**src/rtl/ip_tx.sv**
```systemverilog
// IPv4 transmit framer: selects an ICMP or UDP payload stream, prepends a
// 20-byte IPv4 header with computed checksum and emits the packet toward the MAC.
module ip_tx #(
    parameter logic [31:0] P_ST_TARGET_IP = {8'd192, 8'd168, 8'd1, 8'd0},
    parameter logic [31:0] P_ST_SOURCE_IP = {8'd192, 8'd168, 8'd1, 8'd1},
    parameter logic [7:0]  P_TTL          = 8'd64
) (
    input  logic        i_clk,
    input  logic        i_rst,
    input  logic [31:0] i_target_ip,
    input  logic        i_target_valid,
    input  logic [31:0] i_source_ip,
    input  logic        i_source_valid,
    input  logic [7:0]  i_udp_data,
    input  logic [15:0] i_udp_len,
    input  logic        i_udp_last,
    input  logic        i_udp_valid,
    output logic        o_udp_ready,
    input  logic [7:0]  i_icmp_data,
    input  logic [15:0] i_icmp_len,
    input  logic        i_icmp_last,
    input  logic        i_icmp_valid,
    output logic        o_icmp_ready,
    output logic [7:0]  o_mac_data,
    output logic        o_mac_last,
    output logic        o_mac_valid,
    output logic [2:0]  o_dbg_state
);

    typedef enum logic [2:0] {
        IDLE    = 3'd0,
        CSUM0   = 3'd1,
        CSUM1   = 3'd2,
        HEADER  = 3'd3,
        PAYLOAD = 3'd4
    } state_t;

    state_t      state_q, state_d;
    logic [31:0] target_ip_q, source_ip_q;
    logic [15:0] id_q;
    logic        sel_icmp_q;
    logic [15:0] len_q, pkt_id_q, pay_cnt_q, csum_q;
    logic [7:0]  proto_q;
    logic [31:0] src_q, dst_q, sum_q;
    logic [4:0]  hdr_cnt_q;

    logic [15:0] tot_len;
    logic [31:0] sum_words;
    logic [16:0] fold1;
    logic [15:0] fold2;
    logic [7:0]  hdr_byte;
    logic        in_ready, in_valid, accept, last_acc, any_req;
    logic [7:0]  in_data;
    logic        unused_last;

    // i_*_last is deliberately ignored: the captured length decides where the packet ends.
    assign unused_last = i_udp_last ^ i_icmp_last;

    assign o_dbg_state = state_q;
    assign any_req     = i_icmp_valid | i_udp_valid;
    assign tot_len     = len_q + 16'd20;

    assign sum_words = 32'h0000_4500 + {16'b0, tot_len} + {16'b0, pkt_id_q}
                     + 32'h0000_4000 + {16'b0, P_TTL, proto_q}
                     + {16'b0, src_q[31:16]} + {16'b0, src_q[15:0]}
                     + {16'b0, dst_q[31:16]} + {16'b0, dst_q[15:0]};
    assign fold1 = {1'b0, sum_q[15:0]} + {1'b0, sum_q[31:16]};
    assign fold2 = fold1[15:0] + {15'b0, fold1[16]};

    // Handshake: a payload byte moves on a cycle where the selected valid and ready
    // are both 1; ready depends only on state/count, never on valid.
    assign in_ready     = (state_q == PAYLOAD) && (pay_cnt_q != len_q);
    assign o_icmp_ready = in_ready && sel_icmp_q;
    assign o_udp_ready  = in_ready && !sel_icmp_q;
    assign in_valid     = sel_icmp_q ? i_icmp_valid : i_udp_valid;
    assign in_data      = sel_icmp_q ? i_icmp_data : i_udp_data;
    assign accept       = in_ready && in_valid;
    assign last_acc     = accept && (pay_cnt_q == len_q - 16'd1);

    always_comb begin
        hdr_byte = 8'h00;
        case (hdr_cnt_q)
            5'd0:    hdr_byte = 8'h45;
            5'd1:    hdr_byte = 8'h00;
            5'd2:    hdr_byte = tot_len[15:8];
            5'd3:    hdr_byte = tot_len[7:0];
            5'd4:    hdr_byte = pkt_id_q[15:8];
            5'd5:    hdr_byte = pkt_id_q[7:0];
            5'd6:    hdr_byte = 8'h40;
            5'd7:    hdr_byte = 8'h00;
            5'd8:    hdr_byte = P_TTL;
            5'd9:    hdr_byte = proto_q;
            5'd10:   hdr_byte = csum_q[15:8];
            5'd11:   hdr_byte = csum_q[7:0];
            5'd12:   hdr_byte = src_q[31:24];
            5'd13:   hdr_byte = src_q[23:16];
            5'd14:   hdr_byte = src_q[15:8];
            5'd15:   hdr_byte = src_q[7:0];
            5'd16:   hdr_byte = dst_q[31:24];
            5'd17:   hdr_byte = dst_q[23:16];
            5'd18:   hdr_byte = dst_q[15:8];
            5'd19:   hdr_byte = dst_q[7:0];
            default: hdr_byte = 8'h00;
        endcase
    end

    always_comb begin
        state_d = state_q;
        case (state_q)
            IDLE:    if (any_req) state_d = CSUM0;
            CSUM0:   state_d = CSUM1;
            CSUM1:   state_d = HEADER;
            HEADER:  if (hdr_cnt_q == 5'd19) state_d = (len_q == 16'd0) ? IDLE : PAYLOAD;
            PAYLOAD: if (last_acc) state_d = IDLE;
            default: state_d = IDLE;
        endcase
    end

    always_ff @(posedge i_clk or posedge i_rst) begin
        if (i_rst) begin
            state_q <= IDLE;
        end else begin
            state_q <= state_d;
        end
    end

    // Configuration registers; a capture on the same edge sees the old value.
    always_ff @(posedge i_clk or posedge i_rst) begin
        if (i_rst) begin
            target_ip_q <= P_ST_TARGET_IP;
            source_ip_q <= P_ST_SOURCE_IP;
        end else begin
            if (i_target_valid) target_ip_q <= i_target_ip;
            if (i_source_valid) source_ip_q <= i_source_ip;
        end
    end

    always_ff @(posedge i_clk or posedge i_rst) begin
        if (i_rst) begin
            id_q        <= 16'd0;
            sel_icmp_q  <= 1'b0;
            len_q       <= 16'd0;
            pkt_id_q    <= 16'd0;
            proto_q     <= 8'd0;
            src_q       <= 32'd0;
            dst_q       <= 32'd0;
            sum_q       <= 32'd0;
            csum_q      <= 16'd0;
            hdr_cnt_q   <= 5'd0;
            pay_cnt_q   <= 16'd0;
            o_mac_data  <= 8'd0;
            o_mac_last  <= 1'b0;
            o_mac_valid <= 1'b0;
        end else begin
            o_mac_data  <= 8'd0;
            o_mac_last  <= 1'b0;
            o_mac_valid <= 1'b0;
            case (state_q)
                IDLE: begin
                    hdr_cnt_q <= 5'd0;
                    pay_cnt_q <= 16'd0;
                    if (any_req) begin
                        sel_icmp_q <= i_icmp_valid;
                        len_q      <= i_icmp_valid ? i_icmp_len : i_udp_len;
                        proto_q    <= i_icmp_valid ? 8'd1 : 8'd17;
                        src_q      <= source_ip_q;
                        dst_q      <= target_ip_q;
                        pkt_id_q   <= id_q;
                    end
                end
                CSUM0: sum_q <= sum_words;
                CSUM1: csum_q <= ~fold2;
                HEADER: begin
                    o_mac_valid <= 1'b1;
                    o_mac_data  <= hdr_byte;
                    hdr_cnt_q   <= hdr_cnt_q + 5'd1;
                    if (hdr_cnt_q == 5'd19 && len_q == 16'd0) begin
                        o_mac_last <= 1'b1;
                        id_q       <= id_q + 16'd1;
                    end
                end
                PAYLOAD: begin
                    if (accept) begin
                        o_mac_valid <= 1'b1;
                        o_mac_data  <= in_data;
                        pay_cnt_q   <= pay_cnt_q + 16'd1;
                        if (last_acc) begin
                            o_mac_last <= 1'b1;
                            id_q       <= id_q + 16'd1;
                        end
                    end
                end
                default: ;
            endcase
        end
    end

endmodule

```
**config.mk**
```make
export PLATFORM = sky130hd
export DESIGN_NAME = ip_tx
export DESIGN_NICKNAME = d
export VERILOG_FILES = /design/src/rtl/ip_tx.sv
export SDC_FILE = /design/constraint.sdc
export NUM_CORES = 1
export LEC_CHECK = 0
export CAP_MARGIN = 25
export CORE_MARGIN = 2
export CORE_UTILIZATION = 50
export DETAILED_ROUTE_END_ITERATION = 12
export PLACE_DENSITY = 0.83
export SETUP_SLACK_MARGIN = 0.2
export SLEW_MARGIN = 30
export SYNTH_ARGS = -nofsm -noshare
export SYNTH_HDL_FRONTEND = slang
export SYNTH_SLANG_ARGS = --single-unit
```
**constraint.sdc**
```tcl
create_clock -name i_clk -period 10.4 [get_ports i_clk]
set_input_delay 2.6 -clock i_clk [delete_from_list [all_inputs] [get_ports i_clk]]
set_output_delay 2.6 -clock i_clk [all_outputs]
set_load 0.01 [all_outputs]
```
==> results of run 1 <==
[cell families after synthesis]
logic type	Yosys count	share of synthesized area [%]
compound gates	260	11.40
xor+xnor	100	5.980
fa+ha+maj	113	12.87
buf+inv	219	5.701
flops	248	42.12
mux	86	6.454
simple gates	490	15.47
[stage by stage]
stage | instances | cell area, sq um | setup WS, ps | hold slack [ps] | utilization, %
finish | 2014 | 17280 | 4675 | 464.1 | 59.72
global route | 2014 | 17280 | 4352 | 494.7 | 59.72
CTS | 2013 | 17270 | 4751 | 469.6 | 59.68
detailed placement | 1964 | 16370 | 4306 | 452.5 | 56.59
global placement | 1964 | 16370 | 4388 | 451.0 | 56.58
floorplan | 1516 | 14770 | 1007 | 434.8 | -
[final cells by class]
| type | count | area [sq um] |
|---|---|---|
| multi-input combinational | 1049 | 7739 |
| tap | 384 | 480.5 |
| inverter | 141 | 536.8 |
| fill | 2353 | 11650 |
| clock inverter | 12 | 120.1 |
| sequential | 248 | 6222 |
| timing repair buffer | 143 | 1410 |
| clock buffer | 37 | 773.2 |
[Yosys cell counts, types with 9 or more instances]
master	count
dfstp_2	13
and3_1	15
xor2_1	49
o22ai_1	14
dfrtp_1	235
nand3_1	21
mux2_2	74
a21oi_1	46
buf_1	9
clkbuf_1	63
nor4_1	14
a221oi_1	9
mux2i_1	12
nor2_1	85
nor3_1	27
nand2_1	242
a22oi_1	30
o21ai_0	91
ha_1	48
xnor2_1	50
fa_1	65
nand2b_1	9
inv_1	141
nand4_1	23
[routing by layer]
metal  vias to the layer above  global-route usage (%)
li1                       5336                       -
met1                      5643                   36.33
met2                       455                   41.78
met3                        82                   4.978
met4                         0                   9.848
met5                         -                       0
[sequential cells by signal, summed over array words and instances (netlist names), 3 cells and up]
| register | flops |
|---|---|
| dst_q | 32 |
| source_ip_q | 32 |
| src_q | 32 |
| target_ip_q | 32 |
| sum_q | 19 |
| csum_q | 16 |
| id_q | 16 |
| len_q | 16 |
| pay_cnt_q | 16 |
| pkt_id_q | 16 |
| o_mac_data | 8 |
| hdr_cnt_q | 5 |
| o_dbg_state | 3 |
[critical path, cell delays in order (launching register included)]
cell and delay (ps):
dfrtp_1 610, a21oi_1 120, nand3b_1 280, nor2_1 180, xor2_1 480, fa_1 540
fa_1 490, inv_1 50, fa_1 510, fa_1 530, inv_1 40, ha_1 330
nand2_1 70, o311ai_0 650, nand2_1 160, a21oi_1 210, mux2i_1 200, o311ai_0 130
[worst min path at each step]
stage	from	endpoint	slack (ps)	cells past startpoint
floorplan	target_ip_q[0]	dst_q[0]	430	2
global placement	target_ip_q[2]	dst_q[2]	450	2
detailed placement	target_ip_q[2]	dst_q[2]	450	2
CTS	source_ip_q[16]	src_q[16]	470	2
global route	source_ip_q[16]	src_q[16]	490	2
finish	source_ip_q[16]	src_q[16]	460	2
==> qor.yml, run 1 <==
status: "complete, no violations"
finClkSkew_ps: 21.85
grt_usage_pct: 26.39
fmax_ghz: 0.1747
synth_top_area_share_pct: 39.81
routedWlPerCell_microns: 20.17
yosysSeqAreaShare_pct: 42.12
grt-ovfl-total: 0
synth_edf_count: 0
post-dp-hpwl_mm: 30.82
diodes: 0
syn-mean-instance-area_sq_um: 9.744
ant_nets: 0
h-tree-depth: 1
ys_ff_latch: 248
gp_congestion: 1.021
final_common_cell: "nand2_1"
wl_met2_mm: 18.36
synth-main-ff-cell: "dfrtp_1"
first_global_vias: 11450
fin_crit_sh_pct: 55.04
reg2reg_depth: 17
synth.top_cells.by_area: "dfrtp_1, fa_1, nand2_1"
post-cts-setup-buffers: 0
via_per_inst: 5.718
numClockSinks: 248
setup_tns_ps: 0
coreArea_sq_um: 28940
vias: 11520
start_util_pct: 51.05
layout_common_cells: "nand2_1, dfrtp_1, inv_1"
reg2reg_slack_ps: 4680
cts_tree: "done"
drc: 0
startpoint: "len_q[4]"
netlist_instances: 1516
start_kind: "register"
rows: 62
grt_max_degree: 113
finalCriticalPeriod_ps: 5725
path_clk_slew_ps: 60
rsz0062_at_grt: "no"
relSlewSlack_pct: 39.47
area_delta_synth_final_pct: 16.99
synth_top_area_cell: "dfrtp_1"
cap_violations: 0
wirelength_mm: 40.62
die_w_microns: 175.9
crit_end: "sum_q[17]"
slew_viol_final: 0
worstPathRequired_ps: 10800
yosys_warnings: 0
cts_hold_buffers: 0
nNetsFinal: 1843
die_h_microns: 175.9
io_pins: 135
antenna_found_initial: 0
tightestPinTransition_ps: 901.0
highest_layer: "met4"
clock_path_buffers: 3
dieArea_sq_um: 30930
setup_violations: 0
syn_nets: 1749
worstPathArrival_ps: 6130
drive_above_1_share_pct: 10.55
cts_made_buffers: 27
firstDrtPassIters: 6
end_kind: "register"
async_flop_share_pct: 100.0
hold_viol: 0
hp-class: "reg2reg"
portBuffers: 132
insertion_delay_ps: 550
drtIter0Drc: 1117
path_class: "reg2reg"
cts_resized: 0
met1Wirelength_mm: 17.48
critPathMaxFanout: 11
regToRegStartpoint: "len_q[4]"
grt_pass1_wl_mm: 63.26
wl_met3_mm: 3.179
syn_area_sq_um: 14770
rr_endpoint: "sum_q[17]"
ctsRootBufferMaster: "clkbuf_16"
ys_types: 73
Power of run 1 is left out: the tool's default activity adds up to more than one toggle a clock period on the data nets, which glitch-free logic cannot reach.
==> inputs of run 2 (changes only) <==
PLACE_DENSITY = 0.86   (was 0.83)
clock period = 4.6 ns   (was 10.4 ns; I/O delays follow)
==> run 2 against run 1 <==
Net effect: the flow now finishes with violations (negative setup slack); cell count up 3.8%; hold slack improved by 2.0 ps; utilization increased by 4.2 points; non-clock buffer count grew 78; global-route usage rose by 1.9 points; via count up 5.2%; critical endpoint unchanged.
==> qor.yml, run 2 (same netlist as run 1, synthesis figures left out) <==
status: "finished, violations left"
violations: "negative setup slack"
ctsRootBufferMaster: "clkbuf_16"
drive_above_1_share_pct: 19.68
insertion_delay_ps: 540
cp_slowest_cell: "fa_1"
drtIter0Drc: 1125
wirelength_mm: 44.02
portBuffers: 132
grt-busiest-layer: "met2"
start_util_pct: 51.05
tightestPinTransition_ps: 938.3
num-fill-cells: 2154
finalCriticalPeriod_ps: 4792
firstDrtPassIters: 8
setup_violations: 6
gp_congestion: 1.012
grtUsageMet1_pct: 38.39
hp-class: "reg2reg"
clock_path_buffers: 3
hold_viol: 0
numClockSinks: 248
grtUsageMet2_pct: 46.06
first_global_vias: 12060
rsz0062_at_grt: "yes"
grt_util_met3_pct: 4.675
io_pins: 135
setup_tns_ps: -321.0
start_kind: "register"
critPathMaxFanout: 3
slowest_delay_ps: 560
worstPathArrival_ps: 5190
antenna_found_initial: 0
layout_common_cells: "nand2_1, dfrtp_1, clkdlybuf4s50_1"
via_per_inst: 5.795
slew_viol_final: 0
nNetsFinal: 1921
ant_nets: 0
h-tree-depth: 1
rows: 62
finClkSkew_ps: 12.73
die_w_microns: 175.9
fin_crit_sh_pct: 104.2
end_kind: "register"
fmax_ghz: 0.2087
diodes: 0
worstPathRequired_ps: 5000
post-dp-hpwl_mm: 32.69
cts_tree: "done"
final_common_cell: "nand2_1"
grt_usage_pct: 28.32
grt_pass1_wl_mm: 68.03
path_clk_slew_ps: 60
cap_violations: 0
vias: 12120
routedWlPerCell_microns: 21.05
area_delta_synth_final_pct: 25.31
path_class: "reg2reg"
cts_hold_buffers: 0
grt_max_degree: 136
relSlewSlack_pct: 37.30
coreArea_sq_um: 28940
layout_setup_ws_ps: -191.6
grt-ovfl-total: 0
die_h_microns: 175.9
dieArea_sq_um: 30930
crit_chain: "buf_4 -> buf_6 -> inv_4 -> ha_4 -> fa_1 -> inv_2 -> fa_2 -> fa_2 -> fa_1 -> inv_2 -> ha_4 -> inv_4 -> o21ai_4 -> a2111oi_4 -> o311ai_4 -> buf_6 -> nand2_4 -> a21oi_4 -> mux2i_1 -> o311ai_1"
drc: 0
cts_made_buffers: 27
run 2: metal layers:
layer  part of all wire (%)  vias up  wire, microns
li1                       -     5478              -
met1                     42     6062          18450
met2                     46      477          20350
met3                    7.5      101           3285
met4                    4.4        0           1938
met5                      0        -              0
run 2: worst max-delay path: cells and delay by family (launching register included):
kind                       cells  cell delay, ps
buffers and inverters          7             600
DFF                            1             430
adders and majority gates      6            2420
AOI/OAI and AO/OA              5             910
and+or+nand+nor                1              60
muxes                          1             250
run 2: timing repair:
action,in CTS,in global routing
pin swaps,46,49
endpoints found under the setup margin,11,12
hold endpoints to repair,0,0
gates resized for setup,54,37
setup buffers,6,7
run 2: cell type report:
cell class,instances,area (sq um),area share (%)
multi-input combinational,1049,8299,44.84
sequential,248,6225,33.63
timing repair buffer,221,2069,11.18
clock buffer,34,752.0,4.062
inverter,141,540.5,2.920
tap,384,480.5,2.596
clock inverter,14,143.9,0.7773
run 2: per-stage QoR:
stage / std cells / hold slack [ps] / utilization [%] / area [sq um] / setup slack, ps
2_1_floorplan: 1516 / 434.8 / - / 14980 / -74.59
3_3_place_gp: 2029 / 452.0 / 59.02 / 17080 / -134.3
3_5_place_dp: 2030 / 452.6 / 59.12 / 17110 / -207.3
4_1_cts: 2084 / 474.7 / 63.29 / 18310 / -16.98
5_1_grt: 2091 / 497.6 / 63.97 / 18510 / -230.4
6_report: 2091 / 466.1 / 63.97 / 18510 / -191.6
run 2: path summary, 6_finish.rpt:
check | start | to | slack [ps] | cells after the start
max | len_q[2] | sum_q[17] | -190 | 20
min | target_ip_q[9] | dst_q[9] | 470 | 2
max reg2reg | len_q[2] | sum_q[17] | -190 | 20
min reg2reg | target_ip_q[9] | dst_q[9] | 470 | 2
max in group asynchronous | i_rst | len_q[3] | 2500 | 3
min in group asynchronous | i_rst | target_ip_q[0] | 980 | 2
Power of run 2 is left out for the same reason.
==> inputs of run 3 (changes only) <==
TNS_END_PERCENT = 10   (was not set)
clock period = 4.3 ns   (was 4.6 ns; I/O delays follow)
==> run 3 against run 2 <==
Net effect: utilization decreased by 0.50 points; sequential share of layout area up 0.26 points; first-iteration DRC count increased by 18%; design area decreased by 0.78%; register-to-register slack worse by 160 ps; die area unchanged; largest cell class unchanged; global-route usage rose by 0.48 points; the flow still finishes with violations (negative setup slack); hold slack gained 2.6 ps.
==> qor.yml, run 3 (same netlist as run 1, synthesis figures left out) <==
ctsRootBufferMaster: "clkbuf_16"
h-tree-depth: 1
die_w_microns: 175.9
rows: 62
path_class: "reg2reg"
start_kind: "register"
grt_pass1_wl_mm: 68.75
worstPathRequired_ps: 4710
finClkSkew_ps: 14.84
hp-start: "target_ip_q[0]"
portBuffers: 132
reg2reg_slack_ps: -350
antenna_found_initial: 1
cts_made_buffers: 27
slew_viol_final: 0
wirelength_mm: 44.11
cap_violations: 0
ant_nets: 0
drtIter0Drc: 1323
status: "finished, violations left"
io_pins: 135
hold_viol: 0
regToRegStartpoint: "len_q[3]"
grt-ovfl-total: 0
start_util_pct: 51.05
stdcell_area_sq_um: 18370
drc: 0
worstPathArrival_ps: 5060
end_kind: "register"
dieArea_sq_um: 30930
fin_cells: 2129
clock_path_buffers: 3
layout_common_cells: "nand2_1, dfrtp_1, inv_1"
path_clk_slew_ps: 60
rr_endpoint: "sum_q[13]"
drive_above_1_share_pct: 17.83
worstHoldEndpoint: "dst_q[0]"
post_dp_cell_area_sq_um: 17230
setup_tns_ps: -2530
fmax_ghz: 0.2150
layout_setup_ws_ps: -351.5
insertion_delay_ps: 550
slowest_delay_ps: 570
cp_slowest_cell: "fa_1"
grt_max_degree: 92
whs_path_depth: 2
gp_congestion: 1.053
coreArea_sq_um: 28940
hp-class: "reg2reg"
setup_violations: 10
cts_tree: "done"
violations: "negative setup slack"
first_global_vias: 12150
crit_chain: "inv_1 -> ha_4 -> fa_1 -> inv_1 -> fa_1 -> fa_1 -> inv_1 -> ha_1 -> ha_1 -> a21oi_2 -> o21ai_4 -> a2111oi_4 -> o311ai_4 -> a21o_1 -> a21oi_1 -> xor2_1 -> o21ai_0"
die_h_microns: 175.9
vias: 12260
crit_buf_inv: 3
firstDrtPassIters: 6
cpLargestDelayFamily: "adder cells"
nNetsFinal: 1957
final_common_cell: "nand2_1"
tightestPinTransition_ps: 902.9
via_per_inst: 5.759
num-fill-cells: 2239
routedWlPerCell_microns: 20.72
numClockSinks: 248
critPathMaxFanout: 4
finalCriticalPeriod_ps: 4652
fin_crit_sh_pct: 108.2
post-dp-hpwl_mm: 33.80
area_delta_synth_final_pct: 24.33
rsz0062_at_grt: "yes"
reg2reg_depth: 17
relSlewSlack_pct: 39.34
dp.cells: 2072
grt_usage_pct: 28.80
cts_hold_buffers: 0
-- run 3: cell count changes in the layout (fill, tap and decap cells not counted), sizes merged --
cell | previous run | this run
diode | 0 | 1
clkinvlp | 6 | 5
clkbuf | 34 | 41
buf | 89 | 125
clkinv | 6 | 2
bufinv | 2 | 1
-- run 3: timing repair --
item	CTS	global route
hold endpoints to repair	0	0
setup buffers	3	3
endpoints found under the setup margin	12	14
resized for setup	29	15
cloned	0	0
pin swaps	7	11
-- run 3: how the worst max path moves through the flow --
stage / start / end / slack (ps) / cells after the start
floorplan: i_rst / len_q[2] / -300 / 1
global placement: len_q[2] / sum_q[13] / -430 / 17
detailed placement: len_q[3] / sum_q[18] / -550 / 19
CTS: len_q[2] / sum_q[18] / -330 / 17
global route: len_q[3] / sum_q[18] / -560 / 19
finish: len_q[3] / sum_q[13] / -350 / 17
-- run 3: layer usage --
| layer | part of all wire [%] | vias up | global-route usage (%) |
|---|---|---|---|
| li1 | - | 5558 | - |
| met1 | 42 | 6081 | 40.45 |
| met2 | 46 | 521 | 45.88 |
| met3 | 7.3 | 100 | 3.831 |
| met4 | 4.1 | 0 | 10.85 |
| met5 | 0 | - | 0 |
-- run 3: worst min-delay path, delay by kind of cell, from the launching register on --
family        cells  cell delay [ps]
flops             1              340
simple gates      2              100
-- run 3: layout make-up --
type                       instances  area [sq um]  area share [%]
clock buffer                      41         758.2           4.129
clock inverter                     8         78.83          0.4292
tap                              384         480.5           2.616
antenna                            1         2.502         0.01363
timing repair buffer             257          2317           12.62
sequential                       248          6223           33.89
multi-input combinational       1049          7971           43.41
inverter                         141         533.0           2.902
-- run 3: metrics by stage --
| stage | worst slack (ps) | hold slack, ps | utilization (%) |
|---|---|---|---|
| floorplan | -299.7 | 434.8 | - |
| global placement | -433.4 | 450.8 | 59.55 |
| detailed placement | -552.5 | 459.5 | 59.55 |
| CTS | -325.3 | 470.0 | 62.94 |
| global route | -555.2 | 503.2 | 63.46 |
| finish | -351.5 | 468.8 | 63.47 |
Power of run 3 is left out for the same reason.
